`config.mk`:
```
export PLATFORM = sky130hd
export DESIGN_NAME = carga_produto_escalar_flat
export DESIGN_NICKNAME = d
export VERILOG_FILES = /design/src/rtl/carga_produto_escalar_pkg.sv /design/src/rtl/carga_produto_escalar_if.sv /design/src/rtl/carga_produto_escalar.sv /design/src/flat_wrapper.sv
export SDC_FILE = /design/constraint.sdc
export NUM_CORES = 1
export LEC_CHECK = 0
export CORE_AREA = 2 2 281 283
export DETAILED_ROUTE_END_ITERATION = 6
export DIE_AREA = 0 0 283 285
export GPL_TIMING_DRIVEN = 0
export PLACE_DENSITY_LB_ADDON = 0.05
export SLEW_MARGIN = 40
export SYNTH_ARGS = -nofsm -noshare
export SYNTH_HDL_FRONTEND = slang
export SYNTH_SLANG_ARGS = --single-unit
```
`constraint.sdc`:
```
create_clock -name clk -period 1.8 [get_ports clk]
set_input_delay 0.27 -clock clk [delete_from_list [all_inputs] [get_ports clk]]
set_output_delay 0.27 -clock clk [all_outputs]
set_load 0.02 [all_outputs]
```
`src/rtl/carga_produto_escalar_pkg.sv`:
```
// rtl/carga_produto_escalar_pkg.sv - shared constants and state type for the dot-product loader
package produto_escalar_pkg;
    localparam int N_ELEM = 8;
    localparam int DATA_W = 32;
    localparam int RES_W  = 64;

    typedef enum logic [1:0] {FILL, START, WAIT, OUT} carga_state_t;
endpackage

```
`src/rtl/carga_produto_escalar_if.sv`:
```
// rtl/carga_produto_escalar_if.sv - operand stream, engine and result port bundle for the loader
interface carga_produto_escalar_if;
    import produto_escalar_pkg::*;

    logic                     in_valid;
    logic                     in_ready;
    logic signed [DATA_W-1:0] in_a;
    logic signed [DATA_W-1:0] in_b;
    logic                     clear;
    logic [3:0]               fill_level;

    logic                     pe_start;
    logic signed [DATA_W-1:0] pe_a0, pe_a1, pe_a2, pe_a3, pe_a4, pe_a5, pe_a6, pe_a7;
    logic signed [DATA_W-1:0] pe_b0, pe_b1, pe_b2, pe_b3, pe_b4, pe_b5, pe_b6, pe_b7;
    logic                     pe_done;
    logic signed [RES_W-1:0]  pe_result;

    logic                     out_valid;
    logic                     out_ready;
    logic signed [RES_W-1:0]  out_data;
    logic                     out_err;

    // slave is the loader's own view; master is the source/engine/consumer side
    modport slave (
        input  in_valid, in_a, in_b, clear, pe_done, pe_result, out_ready,
        output in_ready, fill_level, pe_start,
        output pe_a0, pe_a1, pe_a2, pe_a3, pe_a4, pe_a5, pe_a6, pe_a7,
        output pe_b0, pe_b1, pe_b2, pe_b3, pe_b4, pe_b5, pe_b6, pe_b7,
        output out_valid, out_data, out_err
    );

    modport master (
        output in_valid, in_a, in_b, clear, pe_done, pe_result, out_ready,
        input  in_ready, fill_level, pe_start,
        input  pe_a0, pe_a1, pe_a2, pe_a3, pe_a4, pe_a5, pe_a6, pe_a7,
        input  pe_b0, pe_b1, pe_b2, pe_b3, pe_b4, pe_b5, pe_b6, pe_b7,
        input  out_valid, out_data, out_err
    );
endinterface

```
`src/rtl/carga_produto_escalar.sv`:
```
// rtl/carga_produto_escalar.sv - fills two 8-element vectors, launches the engine, returns its result
module carga_produto_escalar
    import produto_escalar_pkg::*;
#(
    parameter int N_ELEM  = 8,
    parameter int TIMEOUT = 64
) (
    input  logic                    clk,
    input  logic                    rst,
    carga_produto_escalar_if.slave  bus
);
    localparam int IDX_W = $clog2(N_ELEM);
    localparam int CNT_W = $clog2(TIMEOUT + 1);

    carga_state_t                              state_q, state_d;
    logic [3:0]                                fill_q, fill_d;
    logic signed [0:N_ELEM-1][DATA_W-1:0]      a_q, a_d;
    logic signed [0:N_ELEM-1][DATA_W-1:0]      b_q, b_d;
    logic [CNT_W-1:0]                          cnt_q, cnt_d;
    logic signed [RES_W-1:0]                   out_data_q, out_data_d;
    logic                                      out_err_q, out_err_d;
    logic [IDX_W-1:0]                          idx;

    assign idx = fill_q[IDX_W-1:0];

    always_comb begin
        state_d    = state_q;
        fill_d     = fill_q;
        a_d        = a_q;
        b_d        = b_q;
        cnt_d      = cnt_q;
        out_data_d = out_data_q;
        out_err_d  = out_err_q;
        case (state_q)
            FILL: begin
                // clear takes priority over a simultaneous transfer, which is dropped
                if (bus.clear) begin
                    fill_d = '0;
                end else if (bus.in_valid) begin
                    a_d[idx] = bus.in_a;
                    b_d[idx] = bus.in_b;
                    fill_d   = fill_q + 4'd1;
                    if (fill_q == 4'(N_ELEM - 1)) begin
                        state_d = START;
                    end
                end
            end
            START: begin
                cnt_d   = '0;
                state_d = WAIT;
            end
            WAIT: begin
                cnt_d = cnt_q + 1'b1;
                // a done pulse on the timeout cycle still delivers the real result
                if (bus.pe_done) begin
                    out_data_d = bus.pe_result;
                    out_err_d  = 1'b0;
                    state_d    = OUT;
                end else if (cnt_q == CNT_W'(TIMEOUT - 1)) begin
                    out_data_d = '0;
                    out_err_d  = 1'b1;
                    state_d    = OUT;
                end
            end
            OUT: begin
                if (bus.out_ready) begin
                    fill_d  = '0;
                    state_d = FILL;
                end
            end
            default: state_d = FILL;
        endcase
    end

    always_ff @(posedge clk) begin
        if (rst) begin
            state_q    <= FILL;
            fill_q     <= '0;
            a_q        <= '0;
            b_q        <= '0;
            cnt_q      <= '0;
            out_data_q <= '0;
            out_err_q  <= 1'b0;
        end else begin
            state_q    <= state_d;
            fill_q     <= fill_d;
            a_q        <= a_d;
            b_q        <= b_d;
            cnt_q      <= cnt_d;
            out_data_q <= out_data_d;
            out_err_q  <= out_err_d;
        end
    end

    assign bus.in_ready   = (state_q == FILL) && !rst;
    assign bus.fill_level = fill_q;
    assign bus.pe_start   = (state_q == START);
    assign bus.out_valid  = (state_q == OUT);
    assign bus.out_data   = out_data_q;
    assign bus.out_err    = out_err_q;

    assign bus.pe_a0 = a_q[0];
    assign bus.pe_a1 = a_q[1];
    assign bus.pe_a2 = a_q[2];
    assign bus.pe_a3 = a_q[3];
    assign bus.pe_a4 = a_q[4];
    assign bus.pe_a5 = a_q[5];
    assign bus.pe_a6 = a_q[6];
    assign bus.pe_a7 = a_q[7];
    assign bus.pe_b0 = b_q[0];
    assign bus.pe_b1 = b_q[1];
    assign bus.pe_b2 = b_q[2];
    assign bus.pe_b3 = b_q[3];
    assign bus.pe_b4 = b_q[4];
    assign bus.pe_b5 = b_q[5];
    assign bus.pe_b6 = b_q[6];
    assign bus.pe_b7 = b_q[7];
endmodule

```
`src/flat_wrapper.sv`:
```
// flat-port wrapper written by rule: the top's interface ports become plain ports
module carga_produto_escalar_flat import produto_escalar_pkg::*;
#(
    parameter int N_ELEM  = 8,
    parameter int TIMEOUT = 64
)
  (clk, rst, bus_in_valid, bus_in_a, bus_in_b, bus_clear, bus_pe_done, bus_pe_result, bus_out_ready, bus_in_ready, bus_fill_level, bus_pe_start, bus_pe_a0, bus_pe_a1, bus_pe_a2, bus_pe_a3, bus_pe_a4, bus_pe_a5, bus_pe_a6, bus_pe_a7, bus_pe_b0, bus_pe_b1, bus_pe_b2, bus_pe_b3, bus_pe_b4, bus_pe_b5, bus_pe_b6, bus_pe_b7, bus_out_valid, bus_out_data, bus_out_err);
  carga_produto_escalar_if bus_i ();
  input  logic clk;
  input  logic rst;
  input wire logic [$bits(bus_i.in_valid)-1:0] bus_in_valid;
  input wire logic [$bits(bus_i.in_a)-1:0] bus_in_a;
  input wire logic [$bits(bus_i.in_b)-1:0] bus_in_b;
  input wire logic [$bits(bus_i.clear)-1:0] bus_clear;
  input wire logic [$bits(bus_i.pe_done)-1:0] bus_pe_done;
  input wire logic [$bits(bus_i.pe_result)-1:0] bus_pe_result;
  input wire logic [$bits(bus_i.out_ready)-1:0] bus_out_ready;
  output wire logic [$bits(bus_i.in_ready)-1:0] bus_in_ready;
  output wire logic [$bits(bus_i.fill_level)-1:0] bus_fill_level;
  output wire logic [$bits(bus_i.pe_start)-1:0] bus_pe_start;
  output wire logic [$bits(bus_i.pe_a0)-1:0] bus_pe_a0;
  output wire logic [$bits(bus_i.pe_a1)-1:0] bus_pe_a1;
  output wire logic [$bits(bus_i.pe_a2)-1:0] bus_pe_a2;
  output wire logic [$bits(bus_i.pe_a3)-1:0] bus_pe_a3;
  output wire logic [$bits(bus_i.pe_a4)-1:0] bus_pe_a4;
  output wire logic [$bits(bus_i.pe_a5)-1:0] bus_pe_a5;
  output wire logic [$bits(bus_i.pe_a6)-1:0] bus_pe_a6;
  output wire logic [$bits(bus_i.pe_a7)-1:0] bus_pe_a7;
  output wire logic [$bits(bus_i.pe_b0)-1:0] bus_pe_b0;
  output wire logic [$bits(bus_i.pe_b1)-1:0] bus_pe_b1;
  output wire logic [$bits(bus_i.pe_b2)-1:0] bus_pe_b2;
  output wire logic [$bits(bus_i.pe_b3)-1:0] bus_pe_b3;
  output wire logic [$bits(bus_i.pe_b4)-1:0] bus_pe_b4;
  output wire logic [$bits(bus_i.pe_b5)-1:0] bus_pe_b5;
  output wire logic [$bits(bus_i.pe_b6)-1:0] bus_pe_b6;
  output wire logic [$bits(bus_i.pe_b7)-1:0] bus_pe_b7;
  output wire logic [$bits(bus_i.out_valid)-1:0] bus_out_valid;
  output wire logic [$bits(bus_i.out_data)-1:0] bus_out_data;
  output wire logic [$bits(bus_i.out_err)-1:0] bus_out_err;
  assign bus_i.in_valid = bus_in_valid;
  assign bus_i.in_a = bus_in_a;
  assign bus_i.in_b = bus_in_b;
  assign bus_i.clear = bus_clear;
  assign bus_i.pe_done = bus_pe_done;
  assign bus_i.pe_result = bus_pe_result;
  assign bus_i.out_ready = bus_out_ready;
  assign bus_in_ready = bus_i.in_ready;
  assign bus_fill_level = bus_i.fill_level;
  assign bus_pe_start = bus_i.pe_start;
  assign bus_pe_a0 = bus_i.pe_a0;
  assign bus_pe_a1 = bus_i.pe_a1;
  assign bus_pe_a2 = bus_i.pe_a2;
  assign bus_pe_a3 = bus_i.pe_a3;
  assign bus_pe_a4 = bus_i.pe_a4;
  assign bus_pe_a5 = bus_i.pe_a5;
  assign bus_pe_a6 = bus_i.pe_a6;
  assign bus_pe_a7 = bus_i.pe_a7;
  assign bus_pe_b0 = bus_i.pe_b0;
  assign bus_pe_b1 = bus_i.pe_b1;
  assign bus_pe_b2 = bus_i.pe_b2;
  assign bus_pe_b3 = bus_i.pe_b3;
  assign bus_pe_b4 = bus_i.pe_b4;
  assign bus_pe_b5 = bus_i.pe_b5;
  assign bus_pe_b6 = bus_i.pe_b6;
  assign bus_pe_b7 = bus_i.pe_b7;
  assign bus_out_valid = bus_i.out_valid;
  assign bus_out_data = bus_i.out_data;
  assign bus_out_err = bus_i.out_err;
  carga_produto_escalar #(.N_ELEM(N_ELEM), .TIMEOUT(TIMEOUT)) u_core (.clk(clk), .rst(rst), .bus(bus_i));
endmodule
```
# Word-level counts from Yosys, hierarchy flattened

Index checks and enable logic that the tools add are counted.

Flip-flop bits (word level): 590
Input bits: 134
Output and inout bits: 584

Add/sub/neg operators: 2
$lt $le $gt $ge: 2
Equality and inequality tests: 11
Muxes and demuxes: 20
Bitwise operators: 2
Reductions and logical operators: 11

Operators with widths:

| operator                                                    | number |
|---|---|
| bitwise mux 256 bit                                         | 2 |
| 2-to-1 mux 64 bit                                           | 2 |
| demux 32 bit (select 3 bit)                                 | 1 |
| 2-to-1 mux 32 bit                                           | 1 |
| one-hot mux 7 bit (2 select lines)                          | 1 |
| 2-to-1 mux 2 bit                                            | 6 |
| 2-to-1 mux 4 bit                                            | 3 |
| one-hot mux 2 bit (4 select lines)                          | 1 |
| one-hot mux 4 bit (2 select lines)                          | 1 |
| adder 7 x 1 -> 7 bit (second input constant)                | 1 |
| == test 7 x 6 -> 1 bit (second input constant)              | 1 |
| inequality test 2 bit (second input constant)               | 3 |
| AND reduction 3 bit                                         | 2 |
| nonzero test 2 bit                                          | 3 |
| AND reduction 5 bit                                         | 1 |
| adder 4 x 1 -> 4 bit (second input constant)                | 1 |
| == test 2 bit (second input constant)                       | 2 |
| == test 4 x 3 -> 1 bit (second input constant)              | 1 |
| >= comparator 4 bit (second input constant)                 | 1 |
| less-than comparator 4 x 1 -> 1 bit (second input constant) | 1 |
| NOT 3 -> 4 bit                                              | 1 |
| inequality test 3 x 2 -> 1 bit (second input constant)      | 1 |
| inequality test 3 bit (second input constant)               | 1 |
| == test 2 x 1 -> 1 bit (second input constant)              | 1 |
| other kinds (7)                                             | 9 |

# Depth between registers and ports, before layout

Depth in word-level cells: 6
Depth in mapped cells: 9
Depth with buffers taken out: 6

# Least setup slack after synthesis

No wires, ideal clock.

Path type: register -> register
Start point: reg u_core.state_q[0]
End point: reg u_core.b_q, in the netlist u_core.bus.pe_b5[10]
Setup time: 132 ps
Arrival time: 1648 ps
Required time: 1668 ps
Path slack: 19 ps
Cell stages (with the launch flop): 9
Path buffers: 2
Clock period less this slack: 1781 ps
Cell sequence: dfxtp_1 > inv_1 > ha_1 > nand4b_4 > or3b_1 > buf_2 > buf_6 > nand2_1 > a21oi_1

Longest elaborated chain between the ends: 2

Ends and longest elaborated chain:

| what                          | RTL line                    | text |
|---|---|---|
| start: declaration            | carga_produto_escalar.sv:15 | `carga_state_t state_q, state_d;` |
| start signal: assignment      | carga_produto_escalar.sv:85 | `state_q <= state_d;` |
| zero test 2 bit               | carga_produto_escalar.sv:34 | `case (state_q)` |
| AND reduction 3 bit (no line) | n/a                         |  |
| end signal: assignment        | carga_produto_escalar.sv:80 | `b_q <= '0;` |
| end signal: assignment        | carga_produto_escalar.sv:88 | `b_q <= b_d;` |
| end: declaration              | carga_produto_escalar.sv:18 | `logic signed [0:N_ELEM-1][DATA_W-1:0] b_q, b_d;` |

No other way between the ends.
A chain may end at the register's enable or synchronous reset.

# Final worst setup path

Start point: reg u_core.state_q[1]
End point: out bus_in_ready

Longest elaborated chain between the ends: 2

Ends and longest elaborated chain:

| what              | RTL line                    | text |
|---|---|---|
| zero test 2 bit   | carga_produto_escalar.sv:95 | `assign bus.in_ready = (state_q == FILL) && !rst;` |
| logical AND 1 bit | carga_produto_escalar.sv:95 |  |
| end: declaration  | flat_wrapper.sv:18          | `output wire logic [$bits(bus_i.in_ready)-1:0] bus_in_ready;` |

No other way between the ends.

==> reports/summary.txt <==
Hold Path Depth -> 3
Pwr per Cell Area -> 867 mW/mm2
post-DP HPWL -> 75100 um
area delta synth->final -> 62.9%
ys flop type -> dfxtp_1
# rows -> 103
Internal Power -> 22.5 mW
fill count -> 7657
fin crit share -> 109%
Post-Route WL -> 107000 um
Worst Reg2Reg Path Length in Cells -> 9
synthesized area -> 0.0209 mm2
Max-slew headroom -> 37.0%
layout cells sized above 1 -> 15.7%
WHS -> 0.250 ns
setup slack after layout -> -0.163 ns
CTS Sinks -> 590
core area -> 0.0780 mm2
Num CTS Buffers -> 70
Horiz. Die Dim -> 283 um
Syn Nets -> 2671
most frequent cells in the layout -> nand2_1, dfxtp_1, clkdlybuf4s50_1
combinational share of power -> 6.1%
Yosys reg bits -> 590
Port Buf Inserts -> 652
die area -> 0.0807 mm2
CP Capture Type -> output port
WL per Instance -> 23.7 um
Post-synth EDFFs -> 0
drt via density -> 4.63
cell count after synthesis -> 2531
Register Area -> 0.0118 mm2
Setup CP Type -> register to output port
drt drc -> 0
Clk pwr share -> 49.2%
fin crit period -> 1.96 ns
total gr overflow -> 0
max reg flops -> 64
final cell count without fillers -> 4497
average size of a mapped cell -> 8.27 um2
Clock Skew -> 0.0205 ns
Worst EP required -> 1.53 ns
synth warn -> 0
count of cell types in the netlist -> 44
Pleak -> 12.2 nW
Synth area leaders -> dfxtp_1, nand2_1, a21oi_1
largest net degree at the start of global routing -> 13
area taken by multi-input logic gates -> 0.00830 mm2
1st-pass router iterations -> 6
Max VDD drop -> 609 uV
first-pass GRT wire length -> 145000 um
Psw -> 7.04 mW
switching share of power -> 23.8%
I/O pin count -> 718
commonest non-fill, non-tap cell in the layout -> nand2_1
final core occ -> 43.7%
antenna viol nets, final -> 0
register area share after synthesis -> 56.4%
Placed Cells -> 4235
vias post-DR -> 20.8k
CTS tree -> done
post-synth top area share -> 56.4%
status -> finished with violations
clk buf depth -> 3
CTS root buf -> clkbuf_16
RSZ-0062 raised after global routing -> yes
FFs w/ async S/R, synth -> 0%
MaxCap Viol Count -> 0
final setup fails -> 861
Hold Crit Class -> primary input to register
CP Launch Type -> register
antenna violations before repair -> 8
master of the slowest instance on the critical path -> dfxtp_2
Slew Limit Fails -> 0
area leader, netlist -> dfxtp_1
gp weighted congestion -> 0.893
Final Hold Viols -> 0
clk_lat worst skew -> 0.61 ns
CP delay by family, top -> buffers and inverters
Fmax achieved -> 509 MHz
initial DRC count -> 1128
Seq pwr share -> 44.7%
max incr delay on CP -> 0.36 ns
failing checks -> negative setup slack
H-tree levels -> 3
Die Ht -> 285 um
global-route usage over all layers -> 24.7%
Initial Util -> 26.8%
Critical Path Fanout Max -> 4
CTS clk-pin slew, worst paths -> 0.06 ns
critical path, cell by cell -> inv_2 > ha_4 > buf_4 > nor2b_2 > buf_6
CP arrival -> 1.69 ns
Critical Path Stages -> 5
worst path bufs/invs -> 3
Slew @ Worst Pin -> 0.946 ns
vias in the first global route -> 20.2k
Final #Nets -> 3524
## what timing repair did
action	CTS	global route
pin swaps	47	67
hold endpoints to repair	486	0
gates cloned	11	19
buffers inserted	24	20
resized for setup	275	296
endpoints found under the setup margin	1161	1069
hold buffers	64	0
## worst reg2reg max path, cell delays in order (launching register included)
cell	delay, ns
dfxtp_4	0.36
inv_4	0.07
ha_4	0.19
nand4b_4	0.16
or3b_4	0.51
buf_12	0.18
buf_12	0.14
buf_6	0.11
nand2_2	0.06
a21oi_2	0.04
## synth_stat cells, types with 3 or more instances
| master | instances |
|---|---|
| buf_6 | 25 |
| inv_1 | 4 |
| xor2_1 | 4 |
| buf_4 | 75 |
| nand2b_1 | 7 |
| a21oi_1 | 519 |
| and3_1 | 3 |
| nand2_1 | 1031 |
| nor2_1 | 10 |
| clkbuf_1 | 64 |
| nand3_1 | 5 |
| dfxtp_1 | 590 |
| ha_1 | 6 |
| nand4_1 | 3 |
| nand3b_1 | 3 |
| and3b_1 | 3 |
| a22o_1 | 64 |
| buf_2 | 83 |
## layout make-up
cell class / count / share of cell area (%)
plain buffers: 245 / 6.28
flip-flops and latches: 590 / 34.7
clock buffers: 115 / 6.35
diodes: 6 / 0.0440
well taps: 1050 / 3.85
inverters: 4 / 0.0514
clock inverters: 14 / 0.503
repair buffers: 784 / 23.9
multi-input cells: 1689 / 24.4
## cell families after synthesis
| kind of cell | count (synthesis) | synth area share (%) |
|---|---|---|
| flops | 590 | 56.4 |
| xor+xnor | 4 | 0.167 |
| compound gates | 593 | 15.5 |
| mux | 1 | 0.0478 |
| fa+ha+maj | 6 | 0.359 |
| simple gates | 1084 | 20.2 |
| buf+inv | 253 | 7.28 |
## per-stage QoR
stage | setup slack, ns | instance area [um2] | power, mW | TNS (ns)
floorplan | 0.0193 | 20900 | 14.2 | 0
global placement | -0.920 | 28800 | 15.1 | -320.40
detailed placement | -0.809 | 28800 | 15.1 | -302.02
CTS | -0.224 | 32800 | 29.8 | -80.75
global route | -0.211 | 34100 | 30.5 | -98.94
finish | -0.163 | 34100 | 29.6 | -46.83
## path summary, 6_finish.rpt
kind / from / to / slack [ns]
worst max-delay path: u_core.state_q[1] / bus_in_ready / -0.16
worst min-delay path: rst / u_core.cnt_q[3] / 0.25
worst max register to register: u_core.state_q[0] / u_core.bus.pe_b5[1] / -0.15
worst min register to register: u_core.bus.pe_a0[21] / u_core.bus.pe_a0[21] / 0.45
## power groups by stage
stage	logic [mW]	registers, mW	clock network (mW)
after floorplan	0.595	13.6	0
after global routing	1.89	13.2	15.4
after CTS	1.74	13.2	14.9
final	1.79	13.2	14.6
after detailed placement	1.58	13.5	0
after global placement	1.56	13.5	0
## routing by layer
layer	global-route usage (%)	vias to the layer above	routed length, um
li1	-	9934	-
met1	29.3	9990	43100
met2	41.8	706	51200
met3	7.53	165	8230
met4	9.51	8	4060
met5	0	-	56
Power figures use the tool's default switching activity.
